`src/rtl/dmem_arbiter.sv`:
```
// Two-master arbiter/sequencer in front of the word-addressed data memory.
// Build option: define DMEM_ARB_ROUND_ROBIN_EN for round-robin ties; otherwise port 0 wins ties.
module dmem_arbiter #(
  parameter logic [31:0] ADDR_BASE   = 32'h8000_0000,
  parameter logic [31:0] ADDR_LAST   = 32'h8000_03FC,
  parameter int unsigned WAIT_STATES = 0
) (
  input  logic        clk,
  input  logic        rst,
  input  logic        m0_req,
  input  logic        m0_we,
  input  logic [31:0] m0_addr,
  input  logic [31:0] m0_wdata,
  output logic        m0_gnt,
  output logic        m0_rvalid,
  output logic [31:0] m0_rdata,
  output logic        m0_err,
  input  logic        m1_req,
  input  logic        m1_we,
  input  logic [31:0] m1_addr,
  input  logic [31:0] m1_wdata,
  output logic        m1_gnt,
  output logic        m1_rvalid,
  output logic [31:0] m1_rdata,
  output logic        m1_err,
  output logic        mem_we,
  output logic [31:0] mem_a,
  output logic [31:0] mem_wd,
  input  logic [31:0] mem_rd
);

  localparam logic [3:0] WS_CNT = 4'(WAIT_STATES);

  typedef enum logic [1:0] {IDLE, ACCESS, RESP} state_t;

  state_t      state_q;
  logic [3:0]  cnt_q;
  logic        sel_q;
  logic        we_q;
  logic        ok_q;
  logic        m0_gnt_q, m1_gnt_q;
  logic        m0_rvalid_q, m1_rvalid_q;
  logic        m0_err_q, m1_err_q;
  logic [31:0] m0_rdata_q, m1_rdata_q;
  logic        mem_we_q;
  logic [31:0] mem_a_q, mem_wd_q;

  logic        win_valid_d;
  logic        win_port_d;
  logic        win_we_d;
  logic [31:0] win_addr_d;
  logic [31:0] win_wdata_d;
  logic        win_ok_d;

`ifdef DMEM_ARB_ROUND_ROBIN_EN
  logic        rr_last_q;
`endif

  // Winner selection; win_port_d = 1 means port 1.
  always_comb begin
    win_valid_d = m0_req | m1_req;
`ifdef DMEM_ARB_ROUND_ROBIN_EN
    win_port_d  = (m0_req & m1_req) ? ~rr_last_q : m1_req;
`else
    win_port_d  = ~m0_req;
`endif
    win_we_d    = win_port_d ? m1_we    : m0_we;
    win_addr_d  = win_port_d ? m1_addr  : m0_addr;
    win_wdata_d = win_port_d ? m1_wdata : m0_wdata;
    win_ok_d    = (win_addr_d >= ADDR_BASE) && (win_addr_d <= ADDR_LAST) &&
                  (win_addr_d[1:0] == 2'b00);
  end

  always_ff @(posedge clk) begin
    if (rst) begin
      state_q     <= IDLE;
      cnt_q       <= 4'd0;
      sel_q       <= 1'b0;
      we_q        <= 1'b0;
      ok_q        <= 1'b0;
      m0_gnt_q    <= 1'b0;
      m1_gnt_q    <= 1'b0;
      m0_rvalid_q <= 1'b0;
      m1_rvalid_q <= 1'b0;
      m0_err_q    <= 1'b0;
      m1_err_q    <= 1'b0;
      m0_rdata_q  <= 32'h0;
      m1_rdata_q  <= 32'h0;
      mem_we_q    <= 1'b0;
      mem_a_q     <= 32'h0;
      mem_wd_q    <= 32'h0;
`ifdef DMEM_ARB_ROUND_ROBIN_EN
      rr_last_q   <= 1'b1;
`endif
    end else begin
      m0_gnt_q    <= 1'b0;
      m1_gnt_q    <= 1'b0;
      m0_rvalid_q <= 1'b0;
      m1_rvalid_q <= 1'b0;
      m0_err_q    <= 1'b0;
      m1_err_q    <= 1'b0;
      mem_we_q    <= 1'b0;
      case (state_q)
        IDLE, RESP: begin
          mem_a_q  <= 32'h0;
          mem_wd_q <= 32'h0;
          state_q  <= IDLE;
          if (win_valid_d) begin
            state_q  <= ACCESS;
            cnt_q    <= WS_CNT;
            sel_q    <= win_port_d;
            we_q     <= win_we_d;
            ok_q     <= win_ok_d;
            m0_gnt_q <= ~win_port_d;
            m1_gnt_q <= win_port_d;
            mem_a_q  <= win_addr_d;
            mem_wd_q <= win_wdata_d;
            // With no wait states the first ACCESS cycle is also the last one.
            mem_we_q <= win_we_d & win_ok_d & (WS_CNT == 4'd0);
`ifdef DMEM_ARB_ROUND_ROBIN_EN
            rr_last_q <= win_port_d;
`endif
          end
        end
        ACCESS: begin
          if (cnt_q == 4'd0) begin
            state_q  <= RESP;
            mem_a_q  <= 32'h0;
            mem_wd_q <= 32'h0;
            if (sel_q) begin
              m1_rvalid_q <= 1'b1;
              m1_err_q    <= ~ok_q;
              m1_rdata_q  <= (ok_q & ~we_q) ? mem_rd : 32'h0;
            end else begin
              m0_rvalid_q <= 1'b1;
              m0_err_q    <= ~ok_q;
              m0_rdata_q  <= (ok_q & ~we_q) ? mem_rd : 32'h0;
            end
          end else begin
            cnt_q    <= cnt_q - 4'd1;
            mem_we_q <= we_q & ok_q & (cnt_q == 4'd1);
          end
        end
        default: state_q <= IDLE;
      endcase
    end
  end

  assign m0_gnt    = m0_gnt_q;
  assign m0_rvalid = m0_rvalid_q;
  assign m0_rdata  = m0_rdata_q;
  assign m0_err    = m0_err_q;
  assign m1_gnt    = m1_gnt_q;
  assign m1_rvalid = m1_rvalid_q;
  assign m1_rdata  = m1_rdata_q;
  assign m1_err    = m1_err_q;
  // A write strobe never reaches the memory on a cycle in which reset is asserted.
  assign mem_we    = mem_we_q & ~rst;
  assign mem_a     = mem_a_q;
  assign mem_wd    = mem_wd_q;

endmodule
```
`config.mk`:
```
export PLATFORM = sky130hd
export DESIGN_NAME = dmem_arbiter
export DESIGN_NICKNAME = d
export VERILOG_FILES = /design/src/rtl/dmem_arbiter.sv
export SDC_FILE = /design/constraint.sdc
export NUM_CORES = 1
export LEC_CHECK = 0
export ABC_AREA = 1
export ABC_CLOCK_PERIOD_IN_PS = 2000
export CORE_ASPECT_RATIO = 0.6
export CORE_MARGIN = 5
export CORE_UTILIZATION = 40
export DETAILED_ROUTE_END_ITERATION = 12
export PLACE_DENSITY_LB_ADDON = 0.25
export SLEW_MARGIN = 10
export SYNTH_ARGS = -nofsm -noshare
export SYNTH_HDL_FRONTEND = slang
export SYNTH_SLANG_ARGS = --single-unit
```
`constraint.sdc`:
```
create_clock -name clk -period 2 [get_ports clk]
set_clock_uncertainty 0.05 [all_clocks]
set_input_delay 0.4 -clock clk [delete_from_list [all_inputs] [get_ports clk]]
set_output_delay 0.4 -clock clk [all_outputs]
set_load 0.01 [all_outputs]
```
* Word-level counts from Yosys, hierarchy flattened
Index checks and enable logic that the tools add are counted.
Cells by class: add/sub/neg operators 1, multiply operators 0, div/mod/pow operators 0, order comparisons 2, equality and inequality tests 6, shift-type cells 0, mux-type cells 20, bitwise logic cells 15, reductions and logical operators 16
Operators with widths (number):
- 32-bit 2-to-1 mux | 6
- 32-bit one-hot mux with 2 select lines | 2
- 32-bit greater-or-equal comparator, second input constant | 1
- 32-bit less-or-equal comparator, second input constant | 1
- 1-bit inverter | 9
- 3-bit AND reduction | 3
- 4-bit 2-to-1 mux | 2
- 4-bit one-hot mux with 2 select lines | 1
- 4-bit OR reduction | 2
- 1-bit 2-to-1 mux | 6
- 2-bit inequality test, second input constant | 3
- 3-bit OR reduction | 2
- 1-bit bitwise AND | 5
- 4-bit by 1-bit == test with 1-bit output, second input constant | 1
- 2-bit logical NOT | 2
- 4-bit logical NOT | 1
- 2-bit one-hot mux with 2 select lines | 1
- 2-bit AND reduction | 2
- 4-bit by 1-bit subtractor with 4-bit output, second input constant | 1
- 2-bit by 1-bit == test with 1-bit output, second input constant | 1
- 2-bit == test, second input constant | 1
- 1-bit logical AND | 2
- 2-bit 2-to-1 mux | 1
- 1-bit one-hot mux with 2 select lines | 1
- other kinds (3) | 3
Word-level totals: bits in registers 144, bits in latches 0, memory bits (writable) 0, bits in read-only memories 0, input port bits 166, output and inout bits 135, memories 0

* Longest topological paths before layout
depth in word-level cells 7, gate-level depth with buffers 11, mapped depth without buffers 9

* Least setup slack after synthesis
Ideal clock, no wire load.
path type flip-flop to flip-flop, start reg cnt_q[0], end reg m0_rdata_q[11], in the netlist m0_rdata[11], data arrival time 1.317 ns, required time 1.834 ns, setup slack 0.517 ns, cell stages (with the launch flop) 11, cells stage by stage dfxtp_1 -> inv_1 -> ha_1 -> nand3_1 -> nand2_2 -> nand2_4 -> nor2_4 -> inv_1 -> buf_4 -> nor2_1 -> nor2_1
On the way: longest elaborated chain between the ends 2
Ends and longest elaborated chain:
- start: declaration | line 37 | logic [3:0] cnt_q;
- start signal: assignment | line 140 | cnt_q <= cnt_q - 4'd1;
- 4-bit logical NOT | line 126 | if (cnt_q == 4'd0) begin
- 3-bit AND reduction (no source line)
- end signal: assignment | line 137 | m0_rdata_q <= (ok_q & ~we_q) ? mem_rd : 32'h0;
- end: declaration | line 44 | logic [31:0] m0_rdata_q, m1_rdata_q;
No other way between the ends. A chain may end at the register's enable or synchronous reset.

* Final worst setup path
start in rst, end out mem_we
On the way: longest elaborated chain between the ends 2
Ends and longest elaborated chain:
- start: declaration | line 9 | input logic rst,
- 1-bit inverter | line 158 | assign mem_we = mem_we_q & ~rst;
- 1-bit bitwise AND | line 158
- end: declaration | line 26 | output logic mem_we,
No other way between the ends.

==> results.py <==
metrics = {
    "status": {
        "outcome": "complete, no violations",
    },
    "floorplanning": {
        "io_pins": 301,
        "core_um2": 14500,
        "die-area_um2": 17500,
        "dieHeight_um": 105,
        "rows": 34,
        "die_w_um": 168,
        "start_util_pct": 41.0,
    },
    "cells_and_area": {
        "area_growth_pct": 64.9,
        "n_antenna_cell": 0,
        "fin_nets": 1218,
        "layout-drive-gt1-share_pct": 6.69,
        "regArea_um2": 2880,
        "final_cells": 1260,
        "multi_input_area_um2": 2570,
        "utilization_pct": 67.6,
        "num-fill-cells": 1243,
    },
    "worst_setup_path": {
        "path_depth": 3,
        "path_max_fanout": 2,
        "critPathLaunchType": "input pin",
        "worstPathArrival_ps": 1490,
        "crit_required_ps": 1550,
        "critPathSlowestCell": "clkdlybuf4s50_1",
        "cp_common_cell": "clkdlybuf4s50_1",
        "rr_endpoint": "m0_rdata[29]",
        "setup.worst_path.start": "rst",
        "cp-end-kind": "primary output",
        "timing.critical_path.buf_inv": 2,
        "crit_type": "in -> out",
        "critical_path.cell_chain": "clkdlybuf4s50_1 -> nor2_1 -> clkdlybuf4s50_1",
        "r2r-start": "cnt_q[0]",
        "cp_top_family": "buffers and inverters",
        "r2r_slack_ps": 260,
        "cp-endpoint": "mem_we",
        "r2r_cells": 10,
        "max_stage_delay_ps": 540,
    },
    "detailed_routing": {
        "drt_first_pass_iters": 4,
        "num_vias": 5999,
        "post_drt_wl_per_cell_um": 15.6,
        "routed_via_density": 4.76,
        "drt_iter0_drc": 336,
        "drc": 0,
        "wirelength_um": 19700,
        "postRouteAntennaNets": 0,
    },
    "clock_network": {
        "htreeDepth": 4,
        "root_buffer": "clkbuf_16",
        "clk_pin_slew_ps": 60,
        "clkLatencyLatePin_ps": 390,
        "cts_tree": "built",
        "post_cts_resized": 0,
        "cts.sinks": 144,
        "postCtsSetupRepairBufs": 0,
        "ctsLongestPathBuffers": 2,
        "cts_buffers": 17,
        "ctsHoldBuffers": 0,
    },
    "global_routing": {
        "grt_max_degree": 54,
        "track_usage_pct": 21.5,
        "grt_pass1_wl_um": 31000,
        "antenna_found_initial": 0,
        "first_global_vias": 5915,
        "overflow": 0,
    },
    "timing": {
        "period_needed_ps": 1940,
        "finalHoldViolCount": 0,
        "period_share_pct": 96.8,
        "setup_viol": 0,
        "worst_slew_pin_slew_ps": 534,
        "slew_headroom_pct": 64.2,
        "rsz0062_at_grt": "false",
        "layout_setup_ws_ps": 63.7,
        "slew_viol_final": 0,
        "totalNegativeSetupSlack_ps": 0,
        "max_freq_ghz": 0.516,
    },
    "power_and_ir_drop": {
        "vdd_drop_max_uv": 543,
        "power.total_w": 0.00895,
        "p_leak_nw": 4.17,
        "powerDensity_nw_per_um2": 910,
    },
    "placed_design": {
        "dp_slack_ps": 48.4,
        "place_hpwl_um": 14800,
        "portBuffers": 300,
        "gp_congestion": 0.823,
        "place_inst": 1228,
    },
    "logic_synthesis": {
        "syn_area_per_cell_um2": 7.83,
        "synthDistinctLibCells": 35,
        "syn_nets": 931,
        "synth_top_area_share_pct": 48.3,
        "ys_top_cells_by_area": "dfxtp_1 (48%), o21ai_0 (9.3%), nand2_1 (7.4%)",
        "synthFlopType": "dfxtp_1",
        "synth_area_um2": 5970,
        "synth_most_common_cell": "dfxtp_1",
        "synthArstFlopShare_pct": 0,
        "ys_ff_latch": 144,
        "synth_warnings": 0,
        "synth_top_area_cell": "dfxtp_1",
        "synth-edff-count": 0,
        "syn_inst": 762,
        "synthTopCellsByCount": "dfxtp_1 (144), nand2_1 (118), o21ai_0 (111)",
        "yosysSeqAreaShare_pct": 48.3,
    },
    "run": {
        "maxCapViolCount": 0,
    },
    "worst_hold_path": {
        "holdCritPathClass": "reg -> reg",
    },
}
area by class of cell:
type,instances,share of cell area (%)
inverter,64,2.53
multi-input combinational,506,26.2
clock inverter,13,2.02
sequential,144,29.3
clock buffer,19,4.60
timing repair buffer,316,32.8
tap,198,2.52
report_power, final:
group / internal, W / total (W) / switching [W]
logic: 0.00112 / 0.00214 / 0.00102
clock network: 0.00219 / 0.00344 / 0.00125
registers: 0.00320 / 0.00337 / 0.000167
worst min-delay path, cell delays in order (launching register included):
cell	delay [ps]
dfxtp_1	310
nand2_1	60
a21oi_1	50
logic make-up after synthesis:
logic type	synth area share, %
compound gates	14.5
buf+inv	8.64
flops	48.3
simple gates	22.4
fa+ha+maj	0.629
mux	5.54
metrics by stage:
stage,hold slack (ps),cell area (um2)
floorplan,395,5970
detailed placement,406,9190
CTS,417,9840
finish,418,9840
global placement,404,9190
global route,452,9840
worst min-delay path by stage:
stage | startpoint | to | slack [ps] | cells past startpoint
after detailed placement | m1_rdata[29] | m1_rdata[29] | 410 | 2
after CTS | m1_rdata[29] | m1_rdata[29] | 420 | 2
final | m1_rdata[25] | m1_rdata[25] | 420 | 2
after global routing | m1_rdata[27] | m1_rdata[27] | 450 | 2
after global placement | m1_rdata[25] | m1_rdata[25] | 400 | 2
after floorplan | ok_q | m0_err | 390 | 1
sequential cells by signal, summed over array words and instances (netlist names), 2 cells and up:
name	cells
m0_rdata	32
cnt_q	4
m1_rdata	32
mem_wd	32
state_q	2
mem_a	32
placed cells by master, fill, tap and decap left out, types with 6 or more instances in the layout:
master / netlist / routed
dfxtp_1: 144 / 144
a32o_1: 7 / 7
clkdlybuf4s50_1: 0 / 299
o21ai_0: 111 / 111
nor2_1: 103 / 103
a21oi_1: 32 / 32
clkbuf_16: 0 / 17
buf_12: 0 / 9
buf_4: 6 / 7
nor3_1: 6 / 6
mux2i_1: 33 / 33
nand2_1: 118 / 118
inv_1: 57 / 56
nand3_1: 70 / 70
layer usage:
layer | GRT usage [%] | vias up | share of wire [%]
li1 | - | 3076 | -
met2 | 35.2 | 201 | 46
met1 | 27.1 | 2702 | 44
met4 | 5.27 | 0 | 1.7
met5 | 0 | - | 0
met3 | 8.11 | 20 | 8.5
Note: power is estimated with default switching activity, not from simulation.
